File: src/rtl/wb_arbiter2.sv
// Two-master Wishbone arbiter: round-robin whole-cycle grants onto one
// 16-bit slave bus, with a watchdog that aborts unacknowledged strobes.
module wb_arbiter2 #(
  parameter int TIMEOUT = 255,
  parameter int TO_W    = 8
) (
  input  logic        wb_clk_i,
  input  logic        wb_rst_i,
  input  logic [18:0] m0_adr_i,
  input  logic [15:0] m0_dat_i,
  output logic [15:0] m0_dat_o,
  input  logic [1:0]  m0_sel_i,
  input  logic        m0_we_i,
  input  logic        m0_tga_i,
  input  logic        m0_stb_i,
  input  logic        m0_cyc_i,
  output logic        m0_ack_o,
  output logic        m0_err_o,
  input  logic [18:0] m1_adr_i,
  input  logic [15:0] m1_dat_i,
  output logic [15:0] m1_dat_o,
  input  logic [1:0]  m1_sel_i,
  input  logic        m1_we_i,
  input  logic        m1_tga_i,
  input  logic        m1_stb_i,
  input  logic        m1_cyc_i,
  output logic        m1_ack_o,
  output logic        m1_err_o,
  output logic [18:0] s_adr_o,
  output logic [15:0] s_dat_o,
  output logic [1:0]  s_sel_o,
  output logic        s_we_o,
  output logic        s_tga_o,
  output logic        s_stb_o,
  output logic        s_cyc_o,
  input  logic [15:0] s_dat_i,
  input  logic        s_ack_i,
  output logic [1:0]  gnt_o,
  output logic [7:0]  to_count_o
);

  typedef enum logic [2:0] {
    IDLE, GNT0, GNT1, ERR0, ERR1
  } state_t;

  state_t          state_q, state_d;
  logic            last_q, last_d;
  logic [TO_W-1:0] wd_q, wd_d;
  logic [7:0]      to_cnt_q, to_cnt_d;
  logic            stall;
  logic            expire;

  always_ff @(posedge wb_clk_i or posedge wb_rst_i) begin
    if (wb_rst_i) begin
      state_q  <= IDLE;
      last_q   <= 1'b1;
      wd_q     <= '0;
      to_cnt_q <= '0;
    end else begin
      state_q  <= state_d;
      last_q   <= last_d;
      wd_q     <= wd_d;
      to_cnt_q <= to_cnt_d;
    end
  end

  // A release outranks a timeout; an ack on the terminal count clears stall.
  assign stall  = s_stb_o & ~s_ack_i;
  assign expire = stall && (wd_q == TO_W'(TIMEOUT - 1));

  always_comb begin
    state_d  = state_q;
    last_d   = last_q;
    wd_d     = '0;
    to_cnt_d = to_cnt_q;
    unique case (state_q)
      IDLE: begin
        if (m0_cyc_i && (!m1_cyc_i || last_q))
          state_d = GNT0;
        else if (m1_cyc_i)
          state_d = GNT1;
      end
      GNT0: begin
        if (!m0_cyc_i) begin
          last_d  = 1'b0;
          state_d = m1_cyc_i ? GNT1 : IDLE;
        end else if (expire) begin
          state_d = ERR0;
        end else if (stall) begin
          wd_d = wd_q + 1'b1;
        end
      end
      GNT1: begin
        if (!m1_cyc_i) begin
          last_d  = 1'b1;
          state_d = m0_cyc_i ? GNT0 : IDLE;
        end else if (expire) begin
          state_d = ERR1;
        end else if (stall) begin
          wd_d = wd_q + 1'b1;
        end
      end
      ERR0: begin
        last_d  = 1'b0;
        state_d = IDLE;
        if (to_cnt_q != 8'hFF)
          to_cnt_d = to_cnt_q + 8'd1;
      end
      ERR1: begin
        last_d  = 1'b1;
        state_d = IDLE;
        if (to_cnt_q != 8'hFF)
          to_cnt_d = to_cnt_q + 8'd1;
      end
      default: state_d = IDLE;
    endcase
  end

  always_comb begin
    s_adr_o  = '0;
    s_dat_o  = '0;
    s_sel_o  = '0;
    s_we_o   = 1'b0;
    s_tga_o  = 1'b0;
    s_stb_o  = 1'b0;
    s_cyc_o  = 1'b0;
    gnt_o    = 2'b00;
    m0_ack_o = 1'b0;
    m1_ack_o = 1'b0;
    m0_err_o = 1'b0;
    m1_err_o = 1'b0;
    unique case (state_q)
      GNT0: begin
        s_adr_o  = m0_adr_i;
        s_dat_o  = m0_dat_i;
        s_sel_o  = m0_sel_i;
        s_we_o   = m0_we_i;
        s_tga_o  = m0_tga_i;
        s_stb_o  = m0_stb_i;
        s_cyc_o  = m0_cyc_i;
        gnt_o    = 2'b01;
        m0_ack_o = s_ack_i;
      end
      GNT1: begin
        s_adr_o  = m1_adr_i;
        s_dat_o  = m1_dat_i;
        s_sel_o  = m1_sel_i;
        s_we_o   = m1_we_i;
        s_tga_o  = m1_tga_i;
        s_stb_o  = m1_stb_i;
        s_cyc_o  = m1_cyc_i;
        gnt_o    = 2'b10;
        m1_ack_o = s_ack_i;
      end
      ERR0:    m0_err_o = 1'b1;
      ERR1:    m1_err_o = 1'b1;
      default: ;
    endcase
  end

  assign m0_dat_o   = s_dat_i;
  assign m1_dat_o   = s_dat_i;
  assign to_count_o = to_cnt_q;

endmodule
File: config.mk
export PLATFORM = sky130hd
export DESIGN_NAME = wb_arbiter2
export DESIGN_NICKNAME = d
export VERILOG_FILES = /design/src/rtl/wb_arbiter2.sv
export SDC_FILE = /design/constraint.sdc
export NUM_CORES = 1
export LEC_CHECK = 0
export CAP_MARGIN = 20
export CORE_UTILIZATION = 29
export CTS_CLUSTER_SIZE = 20
export DETAILED_ROUTE_END_ITERATION = 10
export GPL_TIMING_DRIVEN = 1
export PLACE_DENSITY = 0.92
export SLEW_MARGIN = 20
export SYNTH_ARGS = -nofsm -noshare
export SYNTH_HDL_FRONTEND = slang
export SYNTH_SLANG_ARGS = --single-unit
File: constraint.sdc
create_clock -name wb_clk_i -period 2.1 [get_ports wb_clk_i]
set_clock_uncertainty 0.2 [all_clocks]
set_input_delay 0.315 -clock wb_clk_i [delete_from_list [all_inputs] [get_ports wb_clk_i]]
set_output_delay 0.315 -clock wb_clk_i [all_outputs]
set_load 0.01 [all_outputs]
Yosys cells after proc, flatten, opt, wreduce, memory -nomap -nowiden:

Index checks and enable logic that the tools add are counted.

* input bits: 101
* word-level logic and storage cells: 58
* output and inout bits: 87
* register bits after elaboration: 20

* add/subtract/negate cells: 2
* reduce and logical (&&, ||, !) cells: 10
* muxes and demuxes: 29
* bitwise gates (word level): 2
* equality and inequality tests: 11

Operators with widths (count)
* one-hot mux 19 bit (2 select lines): 1
* two-way mux 8 bit: 4
* one-hot mux 16 bit (2 select lines): 1
* two-way mux 3 bit: 6
* adder 8 x 1 -> 8 bit, second input constant: 2
* one-hot mux 8 bit (2 select lines): 1
* != test 3 bit, second input constant: 3
* one-hot mux 3 bit (3 select lines): 1
* equality test 8 bit, second input constant: 1
* != test 8 bit, second input constant: 1
* one-hot mux 1 bit (2 select lines): 4
* one-hot mux 2 bit (2 select lines): 2
* two-way mux 1 bit: 7
* equality test 3 x 2 -> 1 bit, second input constant: 2
* AND reduction 3 bit: 2
* != test 2 bit, second input constant: 2
* one-hot mux 1 bit (4 select lines): 1
* nonzero test 4 bit: 1
* equality test 3 x 1 -> 1 bit, second input constant: 1
* equality test 3 bit, second input constant: 1
* zero test 3 bit: 1
* logical AND 1 bit: 2
* two-way mux 2 bit: 1
* AND reduction 2 bit: 1
* other kinds (5): 5

Logic depth before layout (Yosys ltp):

Gate-level depths: netlist (run 1).

* word-level depth: 7
* depth in mapped cells: 6
* mapped depth without buffers: 6

Worst setup path after synthesis (run 1):

No wires, ideal clock.

* path type: reg2reg
* start point: reg state_q[2]
* end point: reg to_cnt_q[5] (netlist: to_count_o[5])
* path slack: 337 ps
* cell stages (with the launch flop): 6
* arrival: 1438 ps
* clock period less this slack: 1763 ps
* path buffers: 1
* data required time: 1775 ps
* setup time: 125 ps
* cells stage by stage: dfrtp_1 -> buf_6 -> and3b_4 -> o2111ai_2 -> nor2_2 -> mux2_4

* cells in the longest elaborated chain, start to end: 3
* elaborated cells between the ends (all ways): 4
* classes of those cells: 2 x eq/ne; 2 x reduce/logical

RTL lines
* start, declared: line 46 `state_t state_q, state_d;`
* start signal, assigned: line 60 `state_q <= state_d;`
* equality test 3 bit or equality test 3 x 2 -> 1 bit (tied branches): line 76 `unique case (state_q)`
* OR reduction 2 bit (no line) (*)
* AND reduction 2 bit (no line) (*)
* end signal, assigned: line 63 `to_cnt_q <= to_cnt_d;`
* end, declared: line 49 `logic [7:0] to_cnt_q, to_cnt_d;`

Mark *: on every way between the ends. The rest lies on a longest branch, timed or not.
A chain may end at the register's enable or synchronous reset.

Worst setup path after layout (run 1):

* start point: reg state_q[0]
* end point: out s_dat_o[10]

* cells in the longest elaborated chain, start to end: 2
* elaborated cells between the ends (all ways): 3
* classes of those cells: 2 x eq/ne; 1 x mux

RTL lines
* equality test 3 x 2 -> 1 bit or equality test 3 x 1 -> 1 bit (tied branches): line 132 `unique case (state_q)`
* one-hot mux 16 bit (2 select lines) (*): line 132
* end, declared: line 30 `output logic [15:0] s_dat_o,`

Marked as above.

==> results.txt, run 1 <==
The tools report the H-tree depth as 1. Timing would allow up to 472 MHz. The logs give 100 ps for the setup slack of the worst register-to-register path and 0 for the residual antenna-violating net count after detailed routing. Setup repair after global routing could not meet its margin everywhere.

The routed layout has 1967 vias. The tools report the synthesized netlist cell count as 193. Cell with the most instances after synthesis: sky130_fd_sc_hd__a22o_1. The run gives 1580 ps as the endpoint required time on the critical path. At the end of routability-driven placement, the weighted congestion stood at 0.815. Net count after synthesis: 297. After routing the design area is 0.00320 mm2. The top cell type's share of synthesized area works out to 0.267. The final total power is 2.95 mW.

The critical path is of the reg2out type. The tools report the number of sinks driven by the clock tree as 20. The worst setup path is launched from a flip-flop. The run gives 9 as the final setup violation count.

TritonCTS built the clock tree. For the final global-route overflow total, the log shows 0. Routed wire length: 6650 um. The synthesized netlist contains 43 unique library cells. The synthesis-to-layout area growth is 79.8%. After clock tree synthesis, the clock-pin slew on the worst setup and hold paths is 70 ps. The actual slew at the worst max-slew pin was 330 ps. Fraction of the yosys area taken by sequential cells: 0.282. The antenna diode instance count was 0. The beginning of the worst register-to-register path was state_q[1]. For this design the static power due to leakage is 1.44 nW. The tools report the final-report max-slew violation count as 0. Entering global routing, the biggest net connects 22 pins. Primary flip-flop cell chosen by synthesis mapping: sky130_fd_sc_hd__dfrtp_1. The end point of the critical path was s_dat_o[10]. The cell that appears most often on the critical path is sky130_fd_sc_hd__buf_6. For the initial standard-cell utilization of the core, the log shows 0.301. In this run the standard cell core region covers 0.00592 mm2. The die is 80.4 um wide. The first routing iteration left 59 violations.

In this run the cell area measured after placement is 0.00307 mm2. Hold repair after CTS inserted 0 buffers. After synthesis the netlist holds a flip-flop and latch count of 20. The number of detailed-routing iterations run before antenna repair came out at 4. Pin placement for this block handled 188 I/O pins. The tools report the number of global-route vias before repair as 1808. Floorplan die area: 0.00646 mm2. Max-cap violations in this run came to 0. The worst relative slew slack came out at 0.779.

The final reports fail on negative setup slack. The maximum number of buffers from clock root to sink is 2. The number of standard cells in the final layout excluding fillers is 398, and the total power per unit cell area is 923 mW/mm2. In this run the worst hold path is classified as in2async. Of all nets on the critical path, the largest fanout is 4. The root cell of the clock tree was sky130_fd_sc_hd__clkbuf_8. The count of flip-flops with a built-in enable after synthesis is 0. Traced cell by cell, the critical path runs through nor3b_4 -> buf_4 -> buf_6 -> clkbuf_16 -> a22o_1 -> buf_6.

The biggest area contributor in the post-synthesis netlist is sky130_fd_sc_hd__dfrtp_1. The worst register-to-register path ends at to_count_o[5]. After detailed routing, the number of vias per cell comes to 4.94. The part of the cycle the worst path needs was 1.01; the height of the chip was 80.4 um.

The proportion of layout cells with a drive suffix above 1 works out to 0.282. For the worst setup path, the data arrival time is 1610 ps. Synthesized area per cell: 9.23 um2. The utilization after layout is 0.541. For the initial antenna violation count, the log shows 0.

The cell area that synthesis handed to floorplanning was 0.00178 mm2. In the post-synthesis netlist, the biggest area contributors are sky130_fd_sc_hd__dfrtp_1, sky130_fd_sc_hd__a22o_1, sky130_fd_sc_hd__buf_4, sky130_fd_sc_hd__nor2_1, sky130_fd_sc_hd__nand2_1. The tools report the global-route usage over all layers as 0.186. For the number of cells after detailed placement, the log shows 377. After legalization and detailed placement, the total HPWL measured 4740 um.

Number of core rows: 28. The count of buffers added on input and output ports is 139. The smallest hold slack came out at 166 ps.

The run finished, with violations left. The fraction of synthesis flops using an asynchronous set or reset pin is 1.00. The first global-routing pass estimated 9160 um of wire. For the DRC violation count after routing, the log shows 0. The worst setup path is captured at an output pin.

For this run, the slowest stage of the critical path takes 440 ps. Across the VDD grid, the largest voltage drop is 0.684 mV. The CTS buffer count was 3. The count of yosys warnings during synthesis was 0; the post-detailed-route wirelength per cell was 16.7 um. The time the worst path needs with I/O delays and setup was 2120 ps. The count of final hold-check violations is 0, and the post-layout net count is 428. The tools report the clock insertion delay at the later pin of the skew report as 260 ps.

The most critical setup path has its startpoint at state_q[0]. Worst-path cell with the longest stage delay: sky130_fd_sc_hd__dfrtp_2. The commonest cells after synthesis are sky130_fd_sc_hd__a22o_1, sky130_fd_sc_hd__buf_4, sky130_fd_sc_hd__dfrtp_1, sky130_fd_sc_hd__nor2_1, sky130_fd_sc_hd__nand2_1. For the worst flop-to-flop path, the logic depth is 7. The slack of the critical path was -20.8 ps.
how the worst min path moves through the flow:
stage,slack (ps),to
floorplan,80,state_q[0]
global placement,300,last_q
detailed placement,300,last_q
CTS,170,wd_q[3]
global route,220,wd_q[3]
finish,170,wd_q[3]
repair_timing:
action                                  CTS  global route
gates resized for setup                 164            34
endpoints found under the setup margin   47            42
setup buffers                             8             7
gates cloned                              5             1
pin swaps                                 9            16
layer usage:
layer	global-route usage	part of all wire	vias to the layer above
met3	0.0432	0.083	10
met1	0.225	0.41	920
met2	0.329	0.49	95
li1	-	-	942
met5	0	0	-
met4	0.0464	0.017	0
layout by cell type, fill, tap and decap left out, drive strengths merged, types with 5 or more instances in the layout:
cell,n
clkdlybuf4s50,92
buf,64
a22o,40
dfrtp,19
nor2,14
nand2,12
clkbuf,12
o21ai,6
nand3,5
xnor2,5
dlygate4sd2,5
stage by stage:
| step | setup slack [ps] | TNS, ps |
|---|---|---|
| global placement | -136 | -1830 |
| CTS | -185 | -2370 |
| floorplan | 337 | 0 |
| global route | -74.3 | -1120 |
| detailed placement | -186 | -3210 |
| finish | -20.8 | -66.7 |
flip-flops by register name, summed over array words and instances (netlist names):
register	cells
last_q	1
state_q	3
to_count_o	8
wd_q	8
cell type report:
| type | count | area (um2) |
|---|---|---|
| Fill cell | 508 | 2720 |
| Timing Repair Buffer | 169 | 1570 |
| Tap cell | 75 | 93.8 |
| Clock buffer | 4 | 55.1 |
| Inverter | 4 | 15.0 |
| Sequential cell | 20 | 504 |
| Multi-Input combinational cell | 126 | 966 |
report_power, final:
| group | leakage, nW | switching, mW | internal (mW) |
|---|---|---|---|
| Clock | 0.0288 | 0.124 | 0.167 |
| Sequential | 0.264 | 0.0939 | 0.461 |
| Combinational | 1.14 | 0.909 | 1.20 |
cell families after synthesis:
logic type | count (synthesis) | share of synthesized area
xor gates and xnor gates | 9 | 0.0443
adders and majority gates | 3 | 0.0211
DFF | 20 | 0.282
and+or+nand+nor | 52 | 0.176
buffers and inverters | 47 | 0.183
AOI/OAI and AO/OA | 59 | 0.273
muxes | 3 | 0.0211
critical path, delay by kind of cell, from the launching register on:
| family | cells | cell delay [ps] |
|---|---|---|
| simple gates | 1 | 170 |
| flops | 1 | 440 |
| compound gates | 1 | 200 |
| buf+inv | 4 | 520 |
No activity file was read; power rests on OpenSTA's default activity.
==> inputs of run 2 (changes only) <==
MAX_ROUTING_LAYER = met4   (was unset)
==> results.txt, run 2 (synthesized netlist as in run 1, its figures left out) <==
The post-layout net count is 428 (unchanged), and the count of final hold-check violations is 0 (unchanged). The height of the chip was 80.4 um (unchanged). The class of the most critical hold timing path is in2async (unchanged).

Port buffer count: 139 (unchanged). Final setup violation count: 9 (unchanged). The proportion of layout cells with a drive suffix above 1 was 0.282 (unchanged); the worst relative slew slack was 0.779 (unchanged). The tools report the worst-case vdd ir drop as 0.686 mV (was 0.684 mV). The tools report the kind of end point of the critical path as an output pin (unchanged).

The tools report the final global-route overflow total as 0 (unchanged). The kind of critical path is reg2out (unchanged). Highest net fanout along the worst path: 4 (unchanged).

The run gives 1804 (was 1808) as the number of global-route vias before repair. The final total power was 2.95 mW (about the same); the maximum number of pins on one net before global-route repair was 22 (unchanged). The utilization after layout was 0.541 (unchanged). The maximum number of buffers from clock root to sink was 2 (unchanged). The maximum clock rate came out at 472 MHz (about the same). The I/O pin count was 188 (unchanged); the clock insertion delay at the later pin of the skew report was 260 ps (about the same). The antenna diode instance count is 0 (unchanged). For the total of max-cap violations, the log shows 0 (unchanged). The tools report the fill cell instance count of the final layout as 508 (unchanged).

The number of standard cells in the final layout excluding fillers is 398 (unchanged), and the arrival time at the worst endpoint is 1610 ps (about the same). The global-route usage over all layers was 0.191 (was 0.186); the post-detailed-route wirelength per cell was 16.7 um (about the same). TritonCTS built the clock tree. The ratio of routed vias to standard cells was 4.94 (unchanged). The tools report the number of core rows as 28 (unchanged). The leading cell type in the layout, fill and taps excluded is sky130_fd_sc_hd__clkdlybuf4s50_1 (unchanged).

Highest-count cells in the layout ignoring fill and taps: sky130_fd_sc_hd__clkdlybuf4s50_1, sky130_fd_sc_hd__a22o_1, sky130_fd_sc_hd__buf_2 (unchanged). Floorplan die area: 0.00646 mm2 (unchanged). The run gives 166 ps (about the same) as the smallest hold slack. The logs give 0.827 (was 0.815) for the last weighted congestion value of the routability-driven placer and 20 (unchanged) for the number of sinks driven by the clock tree. Actual slew at the worst max-slew pin: 330 ps (unchanged). The final-report max-slew violation count was 0 (unchanged); the setup total negative slack was -65.7 ps (was -66.7 ps).

Sort of element at the start of the critical path: a flip-flop (unchanged). For the initial standard-cell utilization of the core, the log shows 0.301 (unchanged). The run finished, with violations left.

The tools report the slack of the critical path as -20.7 ps (was -20.8 ps). The logs give 6650 um (about the same) for the routed wire length and 3 (unchanged) for the CTS buffer count. The clock transition at the registers of the reported paths came out at 70 ps (about the same).

The H-tree depth was 1 (unchanged); the cts-stage hold buffer count was 0 (unchanged). Synthesis-to-layout area growth: 79.8% (unchanged). For the residual antenna-violating net count after detailed routing, the log shows 0 (unchanged). The total power per unit cell area came out at 923 mW/mm2 (about the same). The final HPWL from detailed placement is 4740 um (unchanged). Number of detailed-routing iterations run before antenna repair: 4 (unchanged). The run gives 0 (unchanged) as the initial antenna violation count. The root cell of the clock tree is sky130_fd_sc_hd__clkbuf_8 (unchanged). The logs give 1967 (unchanged) for the total via count after detailed routing and 1.44 nW (unchanged) for the leakage component of the power.

Violations in the final reports: negative setup slack (unchanged). The horizontal die dimension is 80.4 um (unchanged). The tools report the violation count after the first detailed-routing iteration as 60 (was 59).

The run gives 0 (unchanged) as the DRC violation count after routing. The part of the cycle the worst path needs came out at 1.01 (about the same). The time the worst path needs with I/O delays and setup was 2120 ps (about the same). The endpoint required time on the critical path was 1580 ps (about the same); the floorplan core area was 0.00592 mm2 (unchanged).

The pre-CTS setup slack is -186 ps (unchanged). Setup repair after global routing could not meet its margin everywhere. The number of cells after detailed placement was 377 (unchanged); the wire length of the first global-routing pass was 9170 um (was 9160 um).

The logs give 0.00320 mm2 (unchanged) for the post-route cell area and 0.00307 mm2 (unchanged) for the placement-stage cell area.
## run 2: power breakdown
group	total, mW	switching (mW)	internal (mW)
sequential	0.555	0.0936	0.461
combinational	2.11	0.909	1.20
clock	0.291	0.124	0.167
## run 2: final timing paths
kind / start / to / slack [ps] / cells after the start
setup / recovery: state_q[0] / s_dat_o[10] / -20 / 6
hold / removal: wb_rst_i / wd_q[3] / 170 / 3
setup reg to reg: state_q[1] / to_count_o[5] / 100 / 7
hold reg to reg: last_q / last_q / 310 / 2
max in group asynchronous: wb_rst_i / last_q / 1270 / 3
min in group wb_clk_i: last_q / last_q / 310 / 2
## run 2: area by class of cell
cell class | count | area (um2) | share of cell area
Clock buffer | 4 | 55.1 | 0.0172
Inverter | 4 | 15.0 | 0.00469
Multi-Input combinational cell | 126 | 966 | 0.302
Sequential cell | 20 | 504 | 0.158
Tap cell | 75 | 93.8 | 0.0293
Timing Repair Buffer | 169 | 1570 | 0.489
## run 2: repair_timing
action,CTS,global route
setup endpoints to repair,47,42
gates resized for setup,164,34
pin swaps,9,16
buffers inserted,8,7
cloned,5,1
## run 2: worst max-delay path, cell delays in order (launching register included)
cell and delay (ps):
sky130_fd_sc_hd__dfrtp_2 440, sky130_fd_sc_hd__nor3b_4 170, sky130_fd_sc_hd__buf_4 130, sky130_fd_sc_hd__buf_6 120, sky130_fd_sc_hd__clkbuf_16 140, sky130_fd_sc_hd__a22o_1 200, sky130_fd_sc_hd__buf_6 130
## run 2: metal layers
| layer | wire length (um) | global-route usage |
|---|---|---|
| met3 | 549 | 0.0432 |
| met5 | 0 | - |
| met2 | 3250 | 0.329 |
| met4 | 109 | 0.0464 |
| met1 | 2730 | 0.225 |
